File: src/rtl/tcs_rgb_classify.sv
// ============================================================================
// tcs_rgb_classify: normalises TCS34725 raw R/G/B against clear to 8 bits with
// one shared serial divider, then classifies the dominant colour.
// Revision: 1.0
// ============================================================================
`default_nettype none

module tcs_rgb_classify #(
  parameter logic [15:0] DARK_THRESH  = 16'd64,
  parameter logic [7:0]  WHITE_THRESH = 8'd200,
  parameter logic [7:0]  MARGIN       = 8'd16
) (
  input  logic        clk,
  input  logic        rst,
  input  logic        sample_valid,
  input  logic [15:0] data_clear,
  input  logic [15:0] data_red,
  input  logic [15:0] data_green,
  input  logic [15:0] data_blue,
  output logic        busy,
  output logic        out_valid,
  output logic [7:0]  red8,
  output logic [7:0]  green8,
  output logic [7:0]  blue8,
  output logic [2:0]  color_id,
  output logic [7:0]  drop_cnt
);

  localparam logic [2:0] c_ID_DARK    = 3'd0;
  localparam logic [2:0] c_ID_RED     = 3'd1;
  localparam logic [2:0] c_ID_GREEN   = 3'd2;
  localparam logic [2:0] c_ID_BLUE    = 3'd3;
  localparam logic [2:0] c_ID_WHITE   = 3'd4;
  localparam logic [2:0] c_ID_UNKNOWN = 3'd5;
  localparam logic [4:0] c_DIV_LAST   = 5'd23;

  typedef enum logic [3:0] {
    S_IDLE, S_LOAD_R, S_DIV_R, S_LOAD_G, S_DIV_G,
    S_LOAD_B, S_DIV_B, S_CLASSIFY, S_OUT
  } state_t;

  state_t      state_q, state_d;
  logic [15:0] clr_q, clr_d, red_raw_q, red_raw_d, grn_raw_q, grn_raw_d, blu_raw_q, blu_raw_d;
  logic [23:0] num_q, num_d;
  logic [15:0] rem_q, rem_d;
  logic [4:0]  cnt_q, cnt_d;
  logic [7:0]  r8_q, r8_d, g8_q, g8_d, b8_q, b8_d;
  logic [2:0]  cls_q, cls_d;
  logic [7:0]  red8_q, red8_d, green8_q, green8_d, blue8_q, blue8_d;
  logic [2:0]  color_q, color_d;
  logic        out_valid_q, out_valid_d, busy_q, busy_d;
  logic [7:0]  drop_q, drop_d;

  logic [15:0] w_x;
  logic [23:0] w_x255;
  logic [16:0] w_rem_shift, w_rem_sub;
  logic        w_ge;
  logic [23:0] w_quo;
  logic [7:0]  w_div_res;
  logic [7:0]  w_max, w_sec;
  logic [2:0]  w_max_id;

  // Channel currently owning the divider.
  always_comb begin
    case (state_q)
      S_LOAD_G, S_DIV_G: w_x = grn_raw_q;
      S_LOAD_B, S_DIV_B: w_x = blu_raw_q;
      default:           w_x = red_raw_q;
    endcase
  end

  assign w_x255      = ({8'd0, w_x} << 8) - {8'd0, w_x};
  assign w_rem_shift = {rem_q, num_q[23]};
  assign w_rem_sub   = w_rem_shift - {1'b0, clr_q};
  assign w_ge        = (w_rem_shift >= {1'b0, clr_q});
  assign w_quo       = {num_q[22:0], w_ge};
  // Zero clear and X >= C are overridden; the raw quotient is only trusted when it fits 8 bits.
  assign w_div_res   = (clr_q == 16'd0) ? 8'd0 :
                       (w_x >= clr_q)   ? 8'hFF : w_quo[7:0];

  always_comb begin
    if (r8_q >= g8_q && r8_q >= b8_q) begin
      w_max = r8_q;  w_max_id = c_ID_RED;
      w_sec = (g8_q >= b8_q) ? g8_q : b8_q;
    end else if (g8_q >= b8_q) begin
      w_max = g8_q;  w_max_id = c_ID_GREEN;
      w_sec = (r8_q >= b8_q) ? r8_q : b8_q;
    end else begin
      w_max = b8_q;  w_max_id = c_ID_BLUE;
      w_sec = (r8_q >= g8_q) ? r8_q : g8_q;
    end
  end

  always_comb begin
    state_d     = state_q;
    clr_d       = clr_q;
    red_raw_d   = red_raw_q;
    grn_raw_d   = grn_raw_q;
    blu_raw_d   = blu_raw_q;
    num_d       = num_q;
    rem_d       = rem_q;
    cnt_d       = cnt_q;
    r8_d        = r8_q;
    g8_d        = g8_q;
    b8_d        = b8_q;
    cls_d       = cls_q;
    red8_d      = red8_q;
    green8_d    = green8_q;
    blue8_d     = blue8_q;
    color_d     = color_q;
    out_valid_d = 1'b0;
    busy_d      = busy_q;
    drop_d      = drop_q;

    if (sample_valid && busy_q && drop_q != 8'hFF)
      drop_d = drop_q + 8'd1;

    case (state_q)
      S_IDLE: begin
        if (sample_valid) begin
          clr_d     = data_clear;
          red_raw_d = data_red;
          grn_raw_d = data_green;
          blu_raw_d = data_blue;
          busy_d    = 1'b1;
          state_d   = S_LOAD_R;
        end
      end
      S_LOAD_R, S_LOAD_G, S_LOAD_B: begin
        num_d = w_x255;
        rem_d = 16'd0;
        cnt_d = 5'd0;
        case (state_q)
          S_LOAD_R: state_d = S_DIV_R;
          S_LOAD_G: state_d = S_DIV_G;
          default:  state_d = S_DIV_B;
        endcase
      end
      S_DIV_R, S_DIV_G, S_DIV_B: begin
        rem_d = w_ge ? w_rem_sub[15:0] : w_rem_shift[15:0];
        num_d = w_quo;
        cnt_d = cnt_q + 5'd1;
        if (cnt_q == c_DIV_LAST) begin
          case (state_q)
            S_DIV_R: begin r8_d = w_div_res; state_d = S_LOAD_G;   end
            S_DIV_G: begin g8_d = w_div_res; state_d = S_LOAD_B;   end
            default: begin b8_d = w_div_res; state_d = S_CLASSIFY; end
          endcase
        end
      end
      S_CLASSIFY: begin
        if (clr_q < DARK_THRESH)
          cls_d = c_ID_DARK;
        else if (r8_q >= WHITE_THRESH && g8_q >= WHITE_THRESH && b8_q >= WHITE_THRESH)
          cls_d = c_ID_WHITE;
        else if ((w_max - w_sec) >= MARGIN)
          cls_d = w_max_id;
        else
          cls_d = c_ID_UNKNOWN;
        state_d = S_OUT;
      end
      S_OUT: begin
        red8_d      = r8_q;
        green8_d    = g8_q;
        blue8_d     = b8_q;
        color_d     = cls_q;
        out_valid_d = 1'b1;
        busy_d      = 1'b0;
        state_d     = S_IDLE;
      end
      default: state_d = S_IDLE;
    endcase
  end

  always_ff @(posedge clk or negedge rst) begin
    if (!rst) begin
      state_q     <= S_IDLE;
      clr_q       <= 16'd0;
      red_raw_q   <= 16'd0;
      grn_raw_q   <= 16'd0;
      blu_raw_q   <= 16'd0;
      num_q       <= 24'd0;
      rem_q       <= 16'd0;
      cnt_q       <= 5'd0;
      r8_q        <= 8'd0;
      g8_q        <= 8'd0;
      b8_q        <= 8'd0;
      cls_q       <= 3'd0;
      red8_q      <= 8'd0;
      green8_q    <= 8'd0;
      blue8_q     <= 8'd0;
      color_q     <= 3'd0;
      out_valid_q <= 1'b0;
      busy_q      <= 1'b0;
      drop_q      <= 8'd0;
    end else begin
      state_q     <= state_d;
      clr_q       <= clr_d;
      red_raw_q   <= red_raw_d;
      grn_raw_q   <= grn_raw_d;
      blu_raw_q   <= blu_raw_d;
      num_q       <= num_d;
      rem_q       <= rem_d;
      cnt_q       <= cnt_d;
      r8_q        <= r8_d;
      g8_q        <= g8_d;
      b8_q        <= b8_d;
      cls_q       <= cls_d;
      red8_q      <= red8_d;
      green8_q    <= green8_d;
      blue8_q     <= blue8_d;
      color_q     <= color_d;
      out_valid_q <= out_valid_d;
      busy_q      <= busy_d;
      drop_q      <= drop_d;
    end
  end

  assign busy      = busy_q;
  assign out_valid = out_valid_q;
  assign red8      = red8_q;
  assign green8    = green8_q;
  assign blue8     = blue8_q;
  assign color_id  = color_q;
  assign drop_cnt  = drop_q;

endmodule

`default_nettype wire

File: config.mk
export PLATFORM = sky130hd
export DESIGN_NAME = tcs_rgb_classify
export DESIGN_NICKNAME = d
export VERILOG_FILES = /design/src/rtl/tcs_rgb_classify.sv
export SDC_FILE = /design/constraint.sdc
export NUM_CORES = 1
export LEC_CHECK = 0
export CAP_MARGIN = 20
export CORE_MARGIN = 4
export CORE_UTILIZATION = 63
export DETAILED_ROUTE_END_ITERATION = 6
export GPL_ROUTABILITY_DRIVEN = 0
export PLACE_DENSITY = 0.95
export SLEW_MARGIN = 10
export SYNTH_ARGS = -nofsm -noshare
export SYNTH_HDL_FRONTEND = slang
export SYNTH_SLANG_ARGS = --single-unit
File: constraint.sdc
create_clock -name clk -period 6.7 [get_ports clk]
set_input_delay 1.34 -clock clk [delete_from_list [all_inputs] [get_ports clk]]
set_output_delay 1.34 -clock clk [all_outputs]
set_load 0.02 [all_outputs]
# After elaboration in Yosys (flattened, before gate mapping)
# Index checks and enable logic that the tools add are counted.
[word_totals]
ff_bits = 177
wordCells = 93
in_bits = 67
out_inout_bits = 37
[op_classes]
n_addsub = 5
n_eq_ne = 12
bitwise = 1
magnitude_cmp = 10
reduce_logical = 20
n_mux = 26
[op_table]
columns = ["cell", "n"]
rows = [
  ["$mux W8", 8],
  ["$pmux W16 S2", 2],
  ["$pmux W24 S2", 1],
  ["$ge A8 B8 Y1", 3],
  ["$ge A8 B8 Y1 const B", 3],
  ["$sub A24 B16 Y24", 1],
  ["$ge A17 B16 Y1", 1],
  ["$eq A4 B3 Y1 const B", 4],
  ["$ge A16 B16 Y1", 1],
  ["$logic_not A16 Y1", 1],
  ["$lt A16 B7 Y1 const B", 1],
  ["$mux W16", 1],
  ["$pmux W4 S4", 1],
  ["$sub A16 B16 Y16", 1],
  ["$pmux W3 S2", 2],
  ["$pmux W5 S2", 1],
  ["$mux W3", 3],
  ["$reduce_and A3 Y1", 3],
  ["$add A8 B1 Y8 const B", 1],
  ["$eq A4 B2 Y1 const B", 2],
  ["$ge A8 B5 Y1 const B", 1],
  ["$mux W4", 2],
  ["$ne A8 B8 Y1 const B", 1],
  ["$sub A8 B8 Y8", 1],
  ["15 further kinds", 28],
]

# Depth between registers and ports, before layout
# Gate-level depths: netlist (run 1).
[depth]
word_depth = 9
ltp_mapped = 22
depth_no_buf = 21

# Worst setup path before layout (run 1)
# OpenSTA, ideal clock, no wires.
[synth_path]
path_type = "flip-flop to flip-flop"
from = "reg g8_q[0]"
to = "reg cls_q[1]"
required_time_ns = 6.578
slack_ns = 2.658
t_arrival_ns = 3.921
n_path_buf = 1
synth_period_minus_slack_ns = 4.042
setup_ns = 0.122
stages_incl_launch_ff = 21
path_cell_list = "dfrtp_1 inv_1 ha_1 nand2b_1 a21o_1 a21oi_1 o21ai_1 o41a_1 buf_1 mux2i_1 o22a_1 o21ai_0 ha_1 nor2b_1 o21a_1 o21ai_0 nand2b_1 o31ai_1 a22o_1 mux2i_1 a32o_1"
[synth_via]
elab_chain_len = 9
word_cells_on_any_way = 17
classes_between = "1 x add/sub; 4 x order compare; 9 x mux; 3 x reduce/logical"
[synth_rtl]
columns = ["element", "line", "rtl"]
rows = [
  ["start, declared", "47", "logic [7:0] r8_q, r8_d, g8_q, g8_d, b8_q, b8_d;"],
  ["start signal, assigned", "206", "g8_q <= g8_d;"],
  ["$ge A8 B8 Y1", "82, 90", ""],
  ["$mux W8", "90", "w_sec = (r8_q >= g8_q) ? r8_q : g8_q;"],
  ["$mux W8", "85", "end else if (g8_q >= b8_q) begin"],
  ["$mux W8", "82", "if (r8_q >= g8_q && r8_q >= b8_q) begin"],
  ["$sub A8 B8 Y8", "156", "else if ((w_max - w_sec) >= MARGIN)"],
  ["$ge A8 B5 Y1", "156", ""],
  ["$mux W3", "156", ""],
  ["$mux W3 *", "154", "else if (r8_q >= WHITE_THRESH && g8_q >= WHITE_THRESH && b8_q >= WHITE_THRESH)"],
  ["$mux W3 *", "152", "if (clr_q < DARK_THRESH)"],
  ["end signal, assigned", "208", "cls_q <= cls_d;"],
  ["end, declared", "48", "logic [2:0] cls_q, cls_d;"],
]
# Every way passes the cells marked *; elsewhere a longest branch is shown, timed or not.
# A chain may end at the register's enable or synchronous reset.

# Worst setup path in the final report (run 1)
[layout_path]
from = "reg r8_q[0]"
to = "reg cls_q[0]"
[layout_via]
elab_chain_len = 9
word_cells_on_any_way = 17
classes_between = "1 x add/sub; 4 x order compare; 9 x mux; 3 x reduce/logical"
[layout_rtl]
columns = ["element", "line", "rtl"]
rows = [
  ["start, declared", "47", ""],
  ["start signal, assigned", "205", "r8_q <= r8_d;"],
  ["$ge A8 B8 Y1, on equally long branches", "82, 90, 87", ""],
  ["$mux W8, on equally long branches", "90, 87", ""],
  ["$mux W8", "85", ""],
  ["$mux W8", "82", ""],
  ["$sub A8 B8 Y8", "156", ""],
  ["$ge A8 B5 Y1", "156", ""],
  ["$mux W3", "156", ""],
  ["$mux W3 *", "154", ""],
  ["$mux W3 *", "152", ""],
]
# Marked as above.

==> results.cfg, run 1 <==
[worst_setup_path]
slowest_delay_ns = 0.78
path_class = flip-flop to flip-flop
reg2reg_depth = 20
crit_required_ns = 6.96
path_depth = 20
critical_path.cell_chain = inv_1, ha_1, nand2b_1, a21o_1, a211oi_1, o31a_1, nor2_1, mux2i_1, o22a_1, o21ai_0, ha_1, nor2b_1, o21a_1, o21ai_0, nand2b_1, nand3_1, o31ai_1, a22o_1, mux2i_1, a31oi_1
critPathLaunchType = flip-flop
end_kind = flip-flop
cpMaxStageDelayCell = nor2_1
rrSetupSlack_ns = 1.66
crit_buf_inv = 1
cp.arrival_ns = 5.29
crit_family = compound AO/OA/AOI/OAI gates
path_max_fanout = 18

[place]
io_buffer_count = 103
postPlaceCellArea_sq_mm = 0.0118
dp.cells = 1314
pre_cts_ws_ns = 1.93
dp_hpwl_um = 18800

[sta]
rsz0062_at_grt = no
finalMaxSlewViolations = 0
skew_ns = 0.0109
worst_slew_pin_slew_ns = 1.16
clock.fmax_ghz = 0.199
fin_tns_setup_ns = 0
hold_viol_final = 0
fin_crit_ns = 5.04
setup_viol = 0
relSlewSlack_pct = 22.1
finalCritPeriodShare_pct = 75.2
setup_ws_ns = 1.66

[synthesis]
synth_top_family_by_area = compound AO/OA/AOI/OAI gates
synthAdderAreaFrac_pct = 8.92
yosys.cell_types.count = 74
synth_xor_area_share_pct = 3.29
synth_top_area_share_pct = 41.8
synth_area_sq_mm = 0.0106
postSynthCellCount = 1024
async_reset_ff_share_pct = 100
ys_seq_elements = 177
yosys.area_share.simple_pct = 11.9
postSynthAreaPerCell_sq_um = 10.4
synth-compound-area-share_pct = 15.8
synth_ff_type = dfrtp_1
syn-num-nets = 1166
synth_edf_count = 0
yosys_warnings = 0
synth_area_leaders = dfrtp_1 (42%), mux2_2 (12%), ha_1 (8.7%)
yosysTopAreaCell = dfrtp_1
synthMuxAreaShare_pct = 14.5
seq_area_frac_synth_pct = 41.8

[cells_and_area]
multi_input_area_sq_mm = 0.00577
synthToLayoutAreaGrowth_pct = 16.9
fillers = 997
nets = 1255
regArea_sq_mm = 0.00443
fin_cells = 1346
design_area_sq_mm = 0.0124
antenna_cells = 0
drive_gt1_share_pct = 15.3

[floorplan]
die_h_um = 138
dieArea_sq_mm = 0.0190
rows = 47
start_util_pct = 64.2
die_w_um = 138
io_pins = 104
core_sq_mm = 0.0165

[clock_tree]
cts_hold_buf = 0
cts_setup_buffers = 0
cts_resized = 0
htree_levels = 4
cts_tree = built
cts-buffers-inserted = 17
clock_path_buffers = 2
clock_sinks = 177
clock_latency_ns = 0.44
clk_pin_slew_ns = 0.07
root_buffer = clkbuf_16

[worst_hold_path]
whs_path_depth = 2
hold_class = flip-flop to flip-flop

[job]
cap_violations = 0

[detailed_routing]
wl_per_cell_um = 19.9
drc_errors = 0
first_iter_violations = 1140
num_vias = 8802
vias_per_cell = 6.54
wirelength_um = 26800
drt_first_pass_iters = 6
antenna_left = 0

[status]
status = finished, final reports clean

[global_routing]
grt_pass1_vias = 8810
groute.usage.overall_pct = 29.6
overflow = 0
grt_max_degree = 66
grt_pass1_wl_um = 44300
antenna_found_initial = 0
## tightest hold or removal path, cell delays in order, from the launching register on
cell and delay (ns):
dfrtp_1 0.35, nand2_1 0.05, o21ai_0 0.06
## kinds of logic after synthesis
logic type,Yosys count
AOI/OAI and AO/OA,248
and+or+nand+nor,245
DFF,177
muxes,139
buffers and inverters,101
adders and majority gates,75
xor gates and xnor gates,39
## final timing paths
path | startpoint | end
max in group asynchronous | rst | rem_q[11]$_DFFE_PN0P_
min | rem_q[15]$_DFFE_PN0P_ | rem_q[15]$_DFFE_PN0P_
max reg2reg | r8_q[0]$_DFFE_PN0P_ | cls_q[0]$_DFFE_PN0P_
max | r8_q[0]$_DFFE_PN0P_ | cls_q[0]$_DFFE_PN0P_
min reg2reg | rem_q[15]$_DFFE_PN0P_ | rem_q[15]$_DFFE_PN0P_
min in group asynchronous | rst | red8[5]$_DFFE_PN0P_
## layer usage
| layer | GRT usage [%] | up-vias | part of all wire (%) |
|---|---|---|---|
| met4 | 13.8 | 0 | 4.6 |
| li1 | - | 3923 | - |
| met5 | 0 | - | 0 |
| met3 | 5.73 | 132 | 8.1 |
| met1 | 37.7 | 4213 | 39 |
| met2 | 48.9 | 534 | 49 |
## synthesized netlist by cell type (6+ instances only)
cell type,instances
dfrtp_1,177
mux2_2,116
ha_1,74
nand2_1,72
inv_1,58
a21oi_1,55
nor2_1,55
o21ai_0,49
clkbuf_1,29
xnor2_1,25
mux2i_1,23
a21o_1,22
nand4_1,18
nor3_1,16
o21ai_1,14
nand3_1,13
nor3b_1,13
o22ai_1,13
xor2_1,13
o21a_1,12
nor2b_1,11
a211oi_1,9
a22oi_1,9
a221oi_1,8
nand2b_1,8
buf_2,7
nor4_1,7
nor4bb_1,7
o22a_1,7
a22o_1,6
o31ai_1,6
## metrics by stage
stage | hold WS [ns] | utilization [%]
5_1_grt | 0.521 | 75.1
6_report | 0.482 | 75.1
2_1_floorplan | 0.451 | -
3_3_place_gp | 0.464 | 71.4
4_1_cts | 0.486 | 75.1
3_5_place_dp | 0.471 | 71.4
## flip-flops by register name, summed over array words and instances, names as in the netlist, 8 cells and up
register   cells
blu_raw_q     16
drop_cnt       8
grn_raw_q     16
b8_q           8
blue8          8
clr_q         16
r8_q           8
num_q         24
red_raw_q     16
green8         8
rem_q         16
red8           8
g8_q           8
## layout by cell type (no fill, tap or decap), drive strengths merged, types with 12 or more instances in the layout
cell             n
dfrtp          177
mux2           116
clkdlybuf4s50  102
ha              74
nand2           72
inv             63
o21ai           63
a21oi           56
nor2            55
xnor2           26
mux2i           23
a21o            22
nand4           19
clkbuf          18
nor3            16
o22ai           13
nor3b           13
nand3           13
xor2            13
o21a            12
## layout make-up
class / count / share of cell area (%)
clock buffers: 18 / 3.46
clock inverters: 14 / 1.42
inverters: 59 / 1.81
multi-input cells: 746 / 46.5
flip-flops and latches: 177 / 35.7
well taps: 220 / 2.22
repair buffers: 112 / 8.87
Power of run 1 is left out: the tool's default activity adds up to more than one toggle a clock period on the data nets, which glitch-free logic cannot reach.
==> inputs of run 2 (changes only) <==
Settings changed: CORE_UTILIZATION 63 to 53, PLACE_DENSITY 0.95 to 0.89.
Clock period 6.7 ns to 4.42 ns, I/O delays scaled along.
==> run 2 against run 1 <==
  * Clock skew is essentially flat
  * Utilization decreased by 10 points
  * Design area rose by 2.5%
  * Highest routed layer unchanged
  * Die area is 18% higher
  * Critical endpoint is now cls_q[1]$_DFFE_PN0P_
  * Count of clock-buffer cells in the layout rose by 2
==> results.cfg, run 2 (synthesis results as in run 1) <==
[worst_setup_path]
r2r_end = cls_q[1]$_DFFE_PN0P_
rrSetupSlack_ns = 0.21
r2r-start = g8_q[0]$_DFFE_PN0P_
path_max_fanout = 19
path_class = flip-flop to flip-flop
end_kind = flip-flop
cp.arrival_ns = 4.53
critPathLaunchType = flip-flop
crit_required_ns = 4.74
reg2reg_depth = 18

[sta]
rsz0062_at_grt = yes
finalMaxSlewViolations = 0
setup_viol = 0
clock.fmax_ghz = 0.238
worst_slew_pin_slew_ns = 0.927
finalCritPeriodShare_pct = 95.2
relSlewSlack_pct = 38.2
fin_hold_ws_ns = 0.474
fin_crit_ns = 4.21
hold_viol_final = 0
fin_tns_setup_ns = 0
skew_ns = 0.0105

[clock_tree]
clock_path_buffers = 2
clock_sinks = 177
htree_levels = 4
cts_setup_buffers = 0
clk_pin_slew_ns = 0.07
cts_tree = built
cts-buffers-inserted = 17
clock_latency_ns = 0.44
cts_hold_buf = 0
root_buffer = clkbuf_16

[detailed_routing]
drt_first_pass_iters = 5
vias_per_cell = 6.09
wl_per_cell_um = 18.6
antenna_left = 0
num_vias = 8600
drc_errors = 0
first_iter_violations = 757
wirelength_um = 26200

[floorplan]
start_util_pct = 54.1
dieArea_sq_mm = 0.0223
die_w_um = 149
io_pins = 104
die_h_um = 149
rows = 51
core_sq_mm = 0.0196

[cells_and_area]
max_flop_register = num_q
final_core_util_pct = 64.9
synthToLayoutAreaGrowth_pct = 19.9
largest_register_ff_count = 24
nets = 1278
fin_cells = 1413
mostFrequentLayoutCell = dfrtp_1
mostFrequentLayoutCells = dfrtp_1 (175), mux2_2 (116), clkdlybuf4s50_1 (102), ha_1 (74), nand2_1 (72)
drive_gt1_share_pct = 17.4
antenna_cells = 0

[power]
finalPower_uw = 11500
leakage_uw = 0.00572
power_density_mw_per_mm2 = 908
ir_drop_mv = 0.505

[place]
dp_hpwl_um = 18900
io_buffer_count = 103
dp.cells = 1382

[global_routing]
grt_use_met2_pct = 39.8
antenna_found_initial = 0
overflow = 0
groute.usage.overall_pct = 23.8
grt_max_degree = 91
grt_busiest_layer = met2
grt_pass1_vias = 8617
grt_pass1_wl_um = 43100
grt.met1_usage_pct = 31.5
grt_use_met3_pct = 4.21

[worst_hold_path]
hold_class = primary input to async pin

[job]
cap_violations = 0

[status]
status = finished, final reports clean
run 2: cell types whose count changed in the layout (fill, tap and decap cells not counted), sizes merged:
cell      previous run  this run
buf                 10        33
clkinvlp             4         1
clkbuf              18        20
bufinv               3         4
inv                 63        62
run 2: stage by stage:
| stage | setup slack (ns) | instance area (sq um) |
|---|---|---|
| after floorplan | 0.378 | 10600 |
| after global placement | 0.0673 | 12000 |
| after detailed placement | -0.0999 | 12000 |
| after CTS | 0.0633 | 12700 |
| after global routing | -0.0178 | 12700 |
| final | 0.211 | 12700 |
run 2: critical path: stages, from the launching register on:
cell and delay (ns):
dfrtp_2 0.41, inv_1 0.06, ha_1 0.28, nand2b_1 0.14, a21o_1 0.19, a21oi_2 0.16
o21ai_1 0.09, o41a_1 0.37, buf_6 0.20, mux2i_4 0.20, buf_6 0.16, o22a_1 0.21
o21ai_0 0.09, ha_1 0.29, or4_1 0.55, nor3_1 0.15, a22o_1 0.14, mux2i_1 0.11
a32o_1 0.28
run 2: worst max-delay path by stage:
stage | slack, ns | cells past startpoint | from | to
2_1_floorplan | 0.38 | 20 | g8_q[0]$_DFFE_PN0P_ | cls_q[1]$_DFFE_PN0P_
3_3_place_gp | 0.07 | 17 | r8_q[0]$_DFFE_PN0P_ | cls_q[1]$_DFFE_PN0P_
3_5_place_dp | -0.1 | 16 | b8_q[0]$_DFFE_PN0P_ | cls_q[1]$_DFFE_PN0P_
4_1_cts | 0.06 | 14 | state_q[1]$_DFFE_PN0P_ | num_q[22]$_DFFE_PN0P_
5_1_grt | -0.02 | 21 | g8_q[0]$_DFFE_PN0P_ | cls_q[1]$_DFFE_PN0P_
6_report | 0.21 | 18 | g8_q[0]$_DFFE_PN0P_ | cls_q[1]$_DFFE_PN0P_
run 2: metal layers:
layer | share of wire, % | wire (um) | vias to the layer above
met5 | 0 | 0 | -
met4 | 2.8 | 735 | 0
met3 | 6.1 | 1600 | 73
met2 | 49 | 12800 | 349
met1 | 42 | 11100 | 4214
li1 | - | - | 3964
run 2: what timing repair did:
item                                    CTS  global route
cloned                                    0             0
endpoints found under the setup margin    3             7
resized for setup                         1            11
run 2: cell type report:
class,instances,area (sq um)
Fill cell,1464,6870
Multi-Input combinational cell,746,5810
Sequential cell,177,4430
Timing Repair Buffer,135,1290
Clock buffer,20,447
Tap cell,265,332
Inverter,59,224
Clock inverter,11,179
run 2: where the power goes:
group	internal (uW)	switching, uW
Combinational	3120	4080
Sequential	2230	483
Clock	967	667
(Power assumes the default switching activity.)
==> inputs of run 3 (changes only) <==
Settings changed: CORE_ASPECT_RATIO set to 1.5, REMOVE_ABC_BUFFERS set to 1.
==> run 3 against run 2 <==
  * Via count rose by 1.1%
  * Critical path type unchanged
  * Largest cell class unchanged
  * Design area rose by 1.0%
  * First-iteration DRC count rose by 3.4%
  * Cell count rose by 0.14%
==> results.cfg, run 3 (synthesis results as in run 1) <==
[cells_and_area]
final_core_util_pct = 65.2
fin_cells = 1415
mostFrequentLayoutCells = dfrtp_1 (175), mux2_2 (116), clkdlybuf4s50_1 (102), ha_1 (74), nand2_1 (72)
max_flop_register = num_q
nets = 1284
largest_register_ff_count = 24
mostFrequentLayoutCell = dfrtp_1
synthToLayoutAreaGrowth_pct = 21.1
antenna_cells = 0
drive_gt1_share_pct = 18.2

[power]
combPwrFrac_pct = 61.5
ir_drop_mv = 0.451
power_density_mw_per_mm2 = 920
clock_power_share_pct = 15.4
intPower_uw = 6560
leakage_uw = 0.00577
p_switching_uw = 5250
seqPwrFrac_pct = 23.0
p_sw_share_pct = 44.4

[clock_tree]
cts-buffers-inserted = 17
cts_tree = built
clk_pin_slew_ns = 0.06
root_buffer = clkbuf_16
clock_path_buffers = 2
cts_hold_buf = 0
clock_latency_ns = 0.44
clock_sinks = 177
htree_levels = 4

[floorplan]
dieArea_sq_mm = 0.0224
die_w_um = 124
start_util_pct = 53.8
core_sq_mm = 0.0197
io_pins = 104
die_h_um = 181
rows = 63

[worst_setup_path]
crit_family = compound AO/OA/AOI/OAI gates
rrSetupSlack_ns = 0.1
critical_path.cell_chain = ha_1, nand2b_1, a21o_1, a21oi_1, o21ai_1, o41a_1, buf_6, nor3b_4, a21oi_4, o22a_1, o21ai_0, ha_1, nor2b_1, o21a_1, o21ai_0, nand2b_1, nand3_1, o31ai_1, a22o_1, mux2i_2, a32o_1
path_class = flip-flop to flip-flop
critPathLaunchType = flip-flop
crit_required_ns = 4.79
cpMaxStageDelayCell = dfrtp_2
slowest_delay_ns = 0.46
r2r-start = b8_q[0]$_DFFE_PN0P_
crit_buf_inv = 1
setup.worst_path.start = b8_q[0]$_DFFE_PN0P_
path_max_fanout = 20
r2r_end = cls_q[1]$_DFFE_PN0P_
reg2reg_depth = 21
end_kind = flip-flop
cp.arrival_ns = 4.69

[sta]
finalMaxSlewViolations = 0
skew_ns = 0.0109
rsz0062_at_grt = yes
fin_tns_setup_ns = 0
finalCritPeriodShare_pct = 97.8
worst_slew_pin_slew_ns = 0.903
hold_viol_final = 0
clock.fmax_ghz = 0.231
relSlewSlack_pct = 39.8
setup_viol = 0
fin_crit_ns = 4.32

[detailed_routing]
vias_per_cell = 6.15
dr_wl_met2_um = 14300
wirelength_um = 27000
antenna_left = 0
first_iter_violations = 783
met3WireLength_um = 1310
wl_per_cell_um = 19.1
met1Wirelength_um = 10000
drc_errors = 0
num_vias = 8698
drt_first_pass_iters = 7
highest_layer = met4

[global_routing]
overflow = 0
grt_pass1_vias = 8948
antenna_found_initial = 0
grt_max_degree = 100
grt_pass1_wl_um = 43400
groute.usage.overall_pct = 24.2

[worst_hold_path]
min-delay-start = red8[2]$_DFFE_PN0P_
whs_path_depth = 1
hold-path-endpoint = red8[2]$_DFFE_PN0P_
hold_class = flip-flop to flip-flop

[status]
status = finished, final reports clean

[place]
io_buffer_count = 103
dp.cells = 1377
dp_hpwl_um = 19200

[job]
cap_violations = 0
-- run 3: cell count changes in the layout (fill, tap and decap cells not counted), moves of 2 or more --
cell / before / now
mux2i_2: 0 / 2
buf_4: 29 / 36
mux2i_1: 22 / 20
clkbuf_1: 2 / 0
bufinv_16: 4 / 7
-- run 3: per-stage QoR --
stage	power, uW	instance area, sq um	worst slack [ns]	hold slack (ns)
after floorplan	7790	10400	0.217	0.451
after global placement	9300	12000	0.248	0.469
after detailed placement	9610	12000	0.0898	0.491
after CTS	11500	12800	0.0331	0.504
after global routing	12700	12800	-0.124	0.522
final	11800	12800	0.0988	0.505
-- run 3: area by class of cell --
cell class,count,area (sq um)
clock inverter,14,277
sequential,177,4430
tap,260,325
multi-input combinational,746,5810
fill,1491,6860
inverter,59,224
timing repair buffer,141,1330
clock buffer,18,439
-- run 3: timing repair --
item	in CTS	in global routing
buffers inserted	0	6
pin swaps	0	4
resized for setup	1	11
setup endpoints to repair	2	4
-- run 3: worst max-delay path by stage --
stage / to / slack [ns] / cells after the start
after floorplan: cls_q[1]$_DFFE_PN0P_ / 0.22 / 20
final: cls_q[1]$_DFFE_PN0P_ / 0.1 / 21
after detailed placement: cls_q[0]$_DFFE_PN0P_ / 0.09 / 21
after CTS: cls_q[1]$_DFFE_PN0P_ / 0.03 / 22
after global routing: cls_q[1]$_DFFE_PN0P_ / -0.12 / 21
after global placement: cls_q[1]$_DFFE_PN0P_ / 0.25 / 21
-- run 3: routing by layer --
layer	global-route usage, %	up-vias
li1	-	3964
met1	27.3	4259
met2	43.2	358
met3	4.01	117
met4	12.3	0
met5	0	-
-- run 3: power groups by stage --
| stage | combinational [uW] | sequential [uW] | clock, uW |
|---|---|---|---|
| 3_3_place_gp | 6620 | 2690 | 0 |
| 2_1_floorplan | 5130 | 2660 | 0 |
| 6_report | 7270 | 2720 | 1820 |
| 4_1_cts | 6990 | 2710 | 1840 |
| 3_5_place_dp | 6880 | 2730 | 0 |
| 5_1_grt | 7970 | 2790 | 1910 |
